**src/rtl/uart_rx_ctrl.sv**
```systemverilog
// UART receive controller: frame-level FSM that sequences start, data,
// optional parity and stop bits. The bit-period timing comes from an
// internal edge counter. It drives the sampler enable, the deserializer
// shift strobe and the error/valid pulses.
module uart_rx_ctrl (
  input  logic       clk,
  input  logic       rst_n,
  input  logic       rx_in,
  input  logic       sampled_bit,
  input  logic [5:0] prescale,
  input  logic       par_en,
  input  logic       par_typ,
  output logic       data_samp_en,
  output logic       deser_en,
  output logic       error_happened,
  output logic       data_valid,
  output logic       par_err,
  output logic       stp_err,
  output logic       busy
);

  typedef enum logic [2:0] {
    IDLE   = 3'd0,
    START  = 3'd1,
    DATA   = 3'd2,
    PARITY = 3'd3,
    STOP   = 3'd4
  } state_e;

  state_e     state_q, state_d;
  logic [4:0] edge_cnt_q, edge_cnt_d;
  logic [2:0] bit_cnt_q, bit_cnt_d;
  logic [4:0] bit_max_q, bit_max_d;   // latched prescale-1
  logic       par_en_q, par_en_d;
  logic       par_typ_q, par_typ_d;
  logic       par_acc_q, par_acc_d;
  logic       par_err_q, par_err_d;
  logic       stp_err_q, stp_err_d;

  logic       bit_end_s;
  logic       deser_en_s;
  logic       error_s;
  logic       valid_s;

  // Map the oversampling ratio to the last edge index of a bit.
  // Unsupported ratios fall back to 8.
  function automatic logic [4:0] decode_bit_max(input logic [5:0] ps);
    logic [4:0] r;
    case (ps)
      6'd16:   r = 5'd15;
      6'd32:   r = 5'd31;
      default: r = 5'd7;
    endcase
    return r;
  endfunction

  // State register and frame context; async reset aborts any frame in flight.
  always_ff @(posedge clk or negedge rst_n) begin
    if (!rst_n) begin
      state_q    <= IDLE;
      edge_cnt_q <= 5'd0;
      bit_cnt_q  <= 3'd0;
      bit_max_q  <= 5'd7;
      par_en_q   <= 1'b0;
      par_typ_q  <= 1'b0;
      par_acc_q  <= 1'b0;
      par_err_q  <= 1'b0;
      stp_err_q  <= 1'b0;
    end else begin
      state_q    <= state_d;
      edge_cnt_q <= edge_cnt_d;
      bit_cnt_q  <= bit_cnt_d;
      bit_max_q  <= bit_max_d;
      par_en_q   <= par_en_d;
      par_typ_q  <= par_typ_d;
      par_acc_q  <= par_acc_d;
      par_err_q  <= par_err_d;
      stp_err_q  <= stp_err_d;
    end
  end

  // Next-state logic plus the single-cycle strobes issued at each bit end.
  always_comb begin
    state_d    = state_q;
    edge_cnt_d = edge_cnt_q;
    bit_cnt_d  = bit_cnt_q;
    bit_max_d  = bit_max_q;
    par_en_d   = par_en_q;
    par_typ_d  = par_typ_q;
    par_acc_d  = par_acc_q;
    par_err_d  = par_err_q;
    stp_err_d  = stp_err_q;
    deser_en_s = 1'b0;
    error_s    = 1'b0;
    valid_s    = 1'b0;
    bit_end_s  = (edge_cnt_q == bit_max_q);

    // The edge counter free-runs inside a frame and wraps at the bit end.
    if (state_q == IDLE) begin
      edge_cnt_d = 5'd0;
    end else if (bit_end_s) begin
      edge_cnt_d = 5'd0;
    end else begin
      edge_cnt_d = edge_cnt_q + 5'd1;
    end

    case (state_q)
      IDLE: begin
        if (!rx_in) begin
          // Start detected: capture the frame format and clear flags.
          state_d   = START;
          bit_cnt_d = 3'd0;
          par_acc_d = 1'b0;
          par_err_d = 1'b0;
          stp_err_d = 1'b0;
          bit_max_d = decode_bit_max(prescale);
          par_en_d  = par_en;
          par_typ_d = par_typ;
        end else begin
          state_d = IDLE;
        end
      end
      START: begin
        if (bit_end_s) begin
          if (sampled_bit) begin
            // Line glitch rather than a real start bit.
            error_s = 1'b1;
            state_d = IDLE;
          end else begin
            state_d = DATA;
          end
        end else begin
          state_d = START;
        end
      end
      DATA: begin
        if (bit_end_s) begin
          deser_en_s = 1'b1;
          par_acc_d  = par_acc_q ^ sampled_bit;
          bit_cnt_d  = bit_cnt_q + 3'd1;
          if (bit_cnt_q == 3'd7) begin
            state_d = par_en_q ? PARITY : STOP;
          end else begin
            state_d = DATA;
          end
        end else begin
          state_d = DATA;
        end
      end
      PARITY: begin
        if (bit_end_s) begin
          if (sampled_bit != (par_acc_q ^ par_typ_q)) begin
            par_err_d = 1'b1;
            error_s   = 1'b1;
          end else begin
            par_err_d = par_err_q;
          end
          state_d = STOP;
        end else begin
          state_d = PARITY;
        end
      end
      STOP: begin
        if (bit_end_s) begin
          if (!sampled_bit) begin
            stp_err_d = 1'b1;
            error_s   = 1'b1;
          end else if (!par_err_q) begin
            valid_s = 1'b1;
          end else begin
            valid_s = 1'b0;
          end
          state_d = IDLE;
        end else begin
          state_d = STOP;
        end
      end
      default: begin
        state_d = IDLE;
      end
    endcase
  end

  assign data_samp_en   = (state_q != IDLE);
  assign busy           = (state_q != IDLE);
  assign deser_en       = deser_en_s;
  assign error_happened = error_s;
  assign data_valid     = valid_s;
  assign par_err        = par_err_q;
  assign stp_err        = stp_err_q;

endmodule

```
**config.mk**
```make
export PLATFORM = sky130hd
export DESIGN_NAME = uart_rx_ctrl
export DESIGN_NICKNAME = d
export VERILOG_FILES = /design/src/rtl/uart_rx_ctrl.sv
export SDC_FILE = /design/constraint.sdc
export NUM_CORES = 1
export LEC_CHECK = 0
export CAP_MARGIN = 10
export CORE_UTILIZATION = 50
export CTS_BUF_LIST = sky130_fd_sc_hd__clkbuf_8 sky130_fd_sc_hd__clkbuf_16
export CTS_CLUSTER_SIZE = 10
export DETAILED_ROUTE_END_ITERATION = 8
export PLACE_DENSITY = 0.77
export REMOVE_ABC_BUFFERS = 1
export SLEW_MARGIN = 40
export SYNTH_ARGS = -nofsm -noshare
export SYNTH_HDL_FRONTEND = slang
export SYNTH_SLANG_ARGS = --single-unit
```
**constraint.sdc**
```tcl
create_clock -name clk -period 2.09 [get_ports clk]
set_input_delay 0.418 -clock clk [delete_from_list [all_inputs] [get_ports clk]]
set_output_delay 0.418 -clock clk [all_outputs]
set_load 0.05 [all_outputs]
```
; Yosys cells after proc, flatten, opt, wreduce, memory -nomap -nowiden
; Index checks and enable logic that the tools add are counted.
[op_classes]
n_addsub = 2
n_eq_ne = 15
muxes = 37
bitwise_logic = 3
n_reduce_logical = 9
[ops]
columns = op, count
row1 = 3-bit two-way mux, 8
row2 = 1-bit two-way mux, 19
row3 = 3-bit one-hot mux with 5 select lines, 1
row4 = 2-bit != test (second input constant), 6
row5 = 5-bit two-way mux, 2
row6 = 5-bit one-hot mux with 2 select lines, 1
row7 = 4-bit AND reduction, 2
row8 = 3-bit by 2-bit == test with 1-bit output (second input constant), 2
row9 = 3-bit == test (second input constant), 2
row10 = 6-bit by 5-bit == test with 1-bit output (second input constant), 1
row11 = 6-bit == test (second input constant), 1
row12 = 1-bit one-hot mux with 2 select lines, 3
row13 = 3-bit one-hot mux with 2 select lines, 1
row14 = 2-bit nonzero test, 3
row15 = 5-bit by 1-bit adder with 5-bit output (second input constant), 1
row16 = 5-bit == test, 1
row17 = 3-bit by 1-bit adder with 3-bit output (second input constant), 1
row18 = 3-bit by 1-bit == test with 1-bit output (second input constant), 1
row19 = 3-bit zero test, 1
row20 = 1-bit one-hot mux with 3 select lines, 1
row21 = 3-bit AND reduction, 1
row22 = 3-bit nonzero test, 1
row23 = 2-bit two-way mux, 1
row24 = 2-bit AND reduction, 1
row25 = other kinds (3), 4
[word_totals]
register_bits = 21
in_bits = 12
wordCells = 75

; Longest topological paths before layout
; Gate-level depths: netlist of run 1.
[logic_depth]
ltp_word = 5
depth_mapped = 6

; Worst setup path after synthesis of run 1
; Ideal clock, no wire load.
[synth_timing]
path_type = reg-to-output
start = register edge_cnt_q[0]
end = output data_valid
t_arrival_ns = 2.013
slack_ns = -0.341
path_stages_with_launch = 6
n_path_buf = 1
cell_sequence = dfrtp_1 > ha_1 > nand2_1 > nor3_2 > buf_2 > nor4b_2
[synth_via]
elab_chain_len = 3
[synth_lines]
columns = element, line
row1 = start: declaration, 31  ; logic [4:0] edge_cnt_q, edge_cnt_d;
row2 = start signal: assignment, 71  ; edge_cnt_q <= edge_cnt_d;
row3 = 5-bit == test, 96  ; bit_end_s = (edge_cnt_q == bit_max_q);
row4 = 1-bit two-way mux, 164  ; if (bit_end_s) begin
row5 = 1-bit two-way mux, 107  ; case (state_q)
row6 = end: declaration, 16  ; output logic data_valid,
; Every way passes these cells.

; Final worst setup path of run 1
[layout_timing]
start = register state_q[0]
end = output data_valid
[layout_via]
elab_chain_len = 2
[layout_lines]
columns = element, line
row1 = start: declaration, 30  ; state_e state_q, state_d;
row2 = start signal: assignment, 70  ; state_q <= state_d;
row3 = 3-bit == test, 107
row4 = 1-bit two-way mux, 107
; Every way passes these cells.

==> qor.yml, run 1 <==
logic_synthesis:
  ys_async_sr_fraction: 1.00
  synth_ff_type: "dfrtp_1"
  synth-seq-cells: 18
  syn_area_sq_um: 996
  synthCells: 93
  synth_top_area_frac: 0.452
  synth_warnings: 0
  syn_avg_cell_area_sq_um: 10.7
  yosysTopAreaCell: "dfrtp_1"
  synth_area_leaders: "dfrtp_1, ha_1, xnor2_1, xor2_1, nand2_1"
  synth-edff-count: 0
  yosys.cell_types.count: 36
  yosysSeqAreaShare: 0.452
placed_design:
  hpwlAfterDp_mm: 1.46
  port-buffer-count: 18
  place_congestion: 0.890
  place_inst: 138
  placed_area_sq_um: 1250
layout:
  final_cell_mix: "dfrtp_1, clkdlybuf4s50_1, buf_4"
  mostFrequentLayoutCell: "dfrtp_1"
  multiInputGateArea_sq_um: 526
  final_cells: 145
  layout.nets: 136
  area.growth.synth_to_final_pct: 38.2
  nFillCells: 130
  design_area_sq_um: 1380
  seqCellArea_sq_um: 452
  layout-drive-gt1-share: 0.283
  diodes: 0
floorplan:
  dieWidth_microns: 46.6
  rows: 15
  core_area_sq_um: 1800
  start_util: 0.553
  ios: 19
  die_h_microns: 46.6
  die_area_sq_um: 2170
drt:
  routed.top_layer: "met4"
  dr.pass1.iters: 4
  drc: 0
  wl_per_cell_microns: 14.4
  routed-wl-met3_microns: 94
  drt-met1-wl_microns: 891
  drtAntennaViolNets: 0
  route.met2.wl_mm: 1.06
  drtIter0Drc: 28
  num_vias: 797
  wirelength_mm: 2.09
  vias_per_cell: 5.50
global_route:
  antenna_found_initial: 0
  grt_start_max_net_pins: 19
  grt.overflow.total: 0
  first_global_vias: 768
  grt_pass1_wl_mm: 3.50
  grt_use_total: 0.240
hold_path:
  hp-class: "in2async"
timing:
  min_period_ns: 2.04
  fmax_mhz: 490
  skew_ns: 0.00442
  fin_hold_ws_ns: 0.479
  rsz0062_at_grt: "no"
  maxSlewHeadroom: 0.669
  hold_viol: 0
  final-setup-viol-count: 0
  tightest_slew_ns: 0.495
  setup_tns_ns: 0
  period_share: 0.977
  drv_slew: 0
setup_path:
  worstPathRequired_ns: 1.67
  crit_fanout: 6
  endpoint: "data_valid"
  cp-end-kind: "primary output"
  rr_startpoint: "edge_cnt_q[0]$_DFF_PN0_"
  startpoint_type: "flop"
  cp-startpoint: "state_q[0]$_DFF_PN0_"
  reg2reg_slack_ns: 0.41
  r2r_end: "state_q[1]$_DFF_PN0_"
  crit_type: "reg2out"
  rr_worst_depth: 7
  arrival_ns: 1.62
status:
  status: "completed"
power_and_ir_drop:
  p_leak_uw: 0.000576
  power_density_nw_per_um2: 1130
  ir_worst_vdd_v: 0.000725
run:
  cap_violations: 0
clock_tree:
  clockRootBuffer: "clkbuf_8"
  h-tree-depth: 1
  insertion_delay_ns: 0.26
  clk_pin_slew_worst_paths_ns: 0.07
  clock_sinks: 18
  cts_buffers: 3
  clockBufferDepth: 2
  cts_tree: "yes"
[sequential cells by signal, summed over array words and instances, names as in the netlist]
name and count:
bit_max_q 2, bit_cnt_q 3, par_err 1, stp_err 1, par_en_q 1, par_typ_q 1, state_q 3, par_acc_q 1
edge_cnt_q 5
[stage by stage]
stage,power [uW],worst slack (ns),util
after floorplan,966,-0.447,-
after global placement,1140,-0.0279,0.697
after detailed placement,1160,-0.111,0.697
after CTS,1490,0.00454,0.745
after global routing,1650,0.00446,0.764
final,1550,0.0485,0.764
[cell type report]
type | count | area share
Clock buffer | 4 | 0.0400
Tap cell | 25 | 0.0227
Multi-Input combinational cell | 63 | 0.382
Inverter | 6 | 0.0164
Sequential cell | 18 | 0.328
Timing Repair Buffer | 29 | 0.211
[worst max-delay path, cell delays in order (launching register included)]
cell and delay (ns):
dfrtp_2 0.46, or3_4 0.42, nor4b_4 0.31, buf_12 0.18
[worst min path at each step]
| stage | cells past startpoint | slack [ns] | start | endpoint |
|---|---|---|---|---|
| finish | 2 | 0.48 | rst_n | edge_cnt_q[1]$_DFF_PN0_ |
| global placement | 1 | 0.46 | edge_cnt_q[0]$_DFF_PN0_ | edge_cnt_q[0]$_DFF_PN0_ |
| CTS | 1 | 0.49 | edge_cnt_q[0]$_DFF_PN0_ | edge_cnt_q[0]$_DFF_PN0_ |
| global route | 1 | 0.51 | bit_cnt_q[0]$_DFFE_PN0P_ | bit_cnt_q[0]$_DFFE_PN0P_ |
| floorplan | 0 | 0.12 | rst_n | bit_cnt_q[0]$_DFFE_PN0P_ |
| detailed placement | 1 | 0.47 | edge_cnt_q[0]$_DFF_PN0_ | edge_cnt_q[0]$_DFF_PN0_ |
[Yosys cell counts (2+ instances only)]
library cell  instances
o21ai_0               3
buf_4                 3
ha_1                  3
inv_1                 6
dfrtp_1              18
mux2_2                2
buf_2                 3
nor2b_1               2
o311ai_0              2
nor3_1                5
a21oi_1               2
nor2_1                2
xor2_1                4
xnor2_1               4
nand2_1               9
nand3_1               5
[timing repair]
action	in CTS	in global routing
resized for setup	6	4
setup buffers	1	2
pin swaps	2	2
hold buffers	0	0
setup endpoints to repair	2	3
endpoints found under the hold margin	0	0
[power by group]
group / switching, uW / internal [uW]
registers: 114 / 456
clock network: 126 / 168
logic: 378 / 308
total: 618 / 932
[cells by family (layout without fill, tap and decap cells)]
group,after synthesis,after routing,synth area share
AOI/OAI and AO/OA,15,15,0.113
muxes,3,3,0.0327
and+or+nand+nor,34,34,0.234
buffers and inverters,12,39,0.0603
DFF,18,18,0.452
adders and majority gates,3,3,0.0377
xor gates and xnor gates,8,8,0.0703
[metal layers]
layer / global-route usage / vias to the layer above
met5: 0 / -
met4: 0.143 / 0
met3: 0.0549 / 5
met2: 0.367 / 26
met1: 0.307 / 381
li1: - / 385
(Power assumes the default switching activity.)
==> inputs of run 2 (changes only) <==
Settings changed: CTS_BUF_LIST sky130_fd_sc_hd__clkbuf_8 sky130_fd_sc_hd__clkbuf_16 to not set.
==> qor.yml, run 2 (synthesis results as in run 1) <==
status:
  status: "completed"
floorplan:
  ios: 19  # unchanged
  rows: 15  # unchanged
  start_util: 0.553  # unchanged
  core_area_sq_um: 1800  # unchanged
  die_area_sq_um: 2170  # unchanged
  die_h_microns: 46.6  # unchanged
  dieWidth_microns: 46.6  # unchanged
layout:
  diodes: 0  # unchanged
  largest_reg_flops: 5  # unchanged
  top_register: "edge_cnt_q"
  final_cell_mix: "dfrtp_1, buf_4, clkdlybuf4s50_1"
  layout-drive-gt1-share: 0.323  # +0.0392
  reg_top3: "edge_cnt_q: 5 flops, bit_cnt_q: 3 flops, state_q: 3 flops"
  area.growth.synth_to_final_pct: 40.7
  final_core_util: 0.778  # +0.0139
  layout.nets: 140  # +2.9%
setup_path:
  worstPathRequired_ns: 1.67  # about the same
  path_cells: "xor2_1 -> nor3_4 -> nor4b_4 -> buf_12"
  crit_family: "simple AND/OR/NAND/NOR gates"
  slowest_stage: "dfrtp_1"
  crit_buf_inv: 1  # unchanged
  arrival_ns: 1.64  # +0.02 ns
  crit_type: "reg2out"
  startpoint_type: "flop"
  cp-end-kind: "primary output"
  crit_fanout: 2  # -4
  max_stage_delay_ns: 0.42  # -0.04 ns
global_route:
  antenna_found_initial: 0  # unchanged
  grt_start_max_net_pins: 19  # unchanged
  grt_pass1_wl_mm: 3.44  # -1.8%
  grt_use_total: 0.232  # -0.00891
  grt.overflow.total: 0  # unchanged
  first_global_vias: 779  # +1.4%
timing:
  fmax_mhz: 485  # -1.0%
  min_period_ns: 2.06  # +0.0209 ns
  layout_setup_ws_ns: 0.0276  # -0.0209 ns
  maxSlewHeadroom: 0.669  # about the same
  tightest_slew_ns: 0.495  # -0.0000114 ns
  rsz0062_at_grt: "yes"
  hold_viol: 0  # unchanged
  drv_slew: 0  # unchanged
  period_share: 0.987  # +0.0100
  final-setup-viol-count: 0  # unchanged
  skew_ns: 0.00193  # -0.00249 ns
clock_tree:
  h-tree-depth: 1  # unchanged
  cts_tree: "yes"
  clockBufferDepth: 2  # unchanged
  clk_pin_slew_worst_paths_ns: 0.11  # +0.04 ns
  insertion_delay_ns: 0.30  # +0.04 ns
  clock_sinks: 18  # unchanged
  cts_buffers: 3  # unchanged
  clockRootBuffer: "clkbuf_4"
run:
  cap_violations: 0  # unchanged
hold_path:
  hp-class: "in2async"
placed_design:
  port-buffer-count: 18  # unchanged
  hpwlAfterDp_mm: 1.46  # unchanged
  dp_slack_ns: -0.111  # unchanged
  place_congestion: 0.890  # unchanged
drt:
  vias_per_cell: 5.60  # +1.8%
  drc: 0  # unchanged
  drtAntennaViolNets: 0  # unchanged
  wl_per_cell_microns: 14.9  # +3.4%
  drtIter0Drc: 13  # -54%
  wirelength_mm: 2.22  # +6.3%
  num_vias: 834  # +4.6%
  dr.pass1.iters: 4  # unchanged
power_and_ir_drop:
  power_density_nw_per_um2: 1090  # -3.2%
  p_leak_uw: 0.000598  # +3.8%
  ir_worst_vdd_v: 0.000795  # +9.6%
## run 2: cell count changes in the layout (fill, tap and decap cells not counted), sizes merged
cell | previous run | this run
buf | 16 | 20
## run 2: through the flow
step	area [sq um]	setup TNS, ns	power (uW)	hold WS (ns)	std cells
3_5_place_dp	1250	-0.111	1160	0.465	138
5_1_grt	1400	-0.0681	1620	0.453	149
6_report	1400	0	1530	0.430	149
3_3_place_gp	1250	-0.0279	1140	0.462	138
2_1_floorplan	958	-0.447	966	0.122	87
4_1_cts	1340	0	1420	0.443	144
## run 2: metal layers
layer | GRT usage | wire length [microns] | up-vias
li1 | - | - | 397
met1 | 0.295 | 981 | 408
met2 | 0.364 | 1130 | 24
met3 | 0.0471 | 72 | 5
met4 | 0.126 | 42 | 0
met5 | 0 | 0 | -
## run 2: path summary, 6_finish.rpt
kind	slack (ns)	end	start	cells past startpoint
hold reg to reg	0.50	bit_cnt_q[0]$_DFFE_PN0P_	bit_cnt_q[0]$_DFFE_PN0P_	1
max in group asynchronous	1.45	edge_cnt_q[3]$_DFF_PN0_	rst_n	2
min in group clk	0.50	bit_cnt_q[0]$_DFFE_PN0P_	bit_cnt_q[0]$_DFFE_PN0P_	1
setup reg to reg	0.30	par_acc_q$_DFFE_PN0P_	edge_cnt_q[4]$_DFF_PN0_	7
setup / recovery	0.03	data_valid	edge_cnt_q[4]$_DFF_PN0_	4
hold / removal	0.43	edge_cnt_q[1]$_DFF_PN0_	rst_n	2
## run 2: layout make-up
class,count,area (sq um)
clock buffer,4,36.3
fill,120,400
inverter,6,22.5
multi-input combinational,63,538
sequential,18,453
tap,25,31.3
timing repair buffer,33,320
## run 2: repair_timing
action                                  in CTS  in global routing
buffers inserted                             2                  5
gates cloned                                 0                  0
endpoints found under the hold margin        0                  0
hold buffers                                 0                  0
resized for setup                            8                  5
endpoints found under the setup margin       3                  3
pin swaps                                    3                  3
## run 2: where the power goes
group	switching, uW	total (uW)	internal [uW]
clock	118	225	106
combinational	388	722	334
sequential	124	580	456
total	631	1530	896
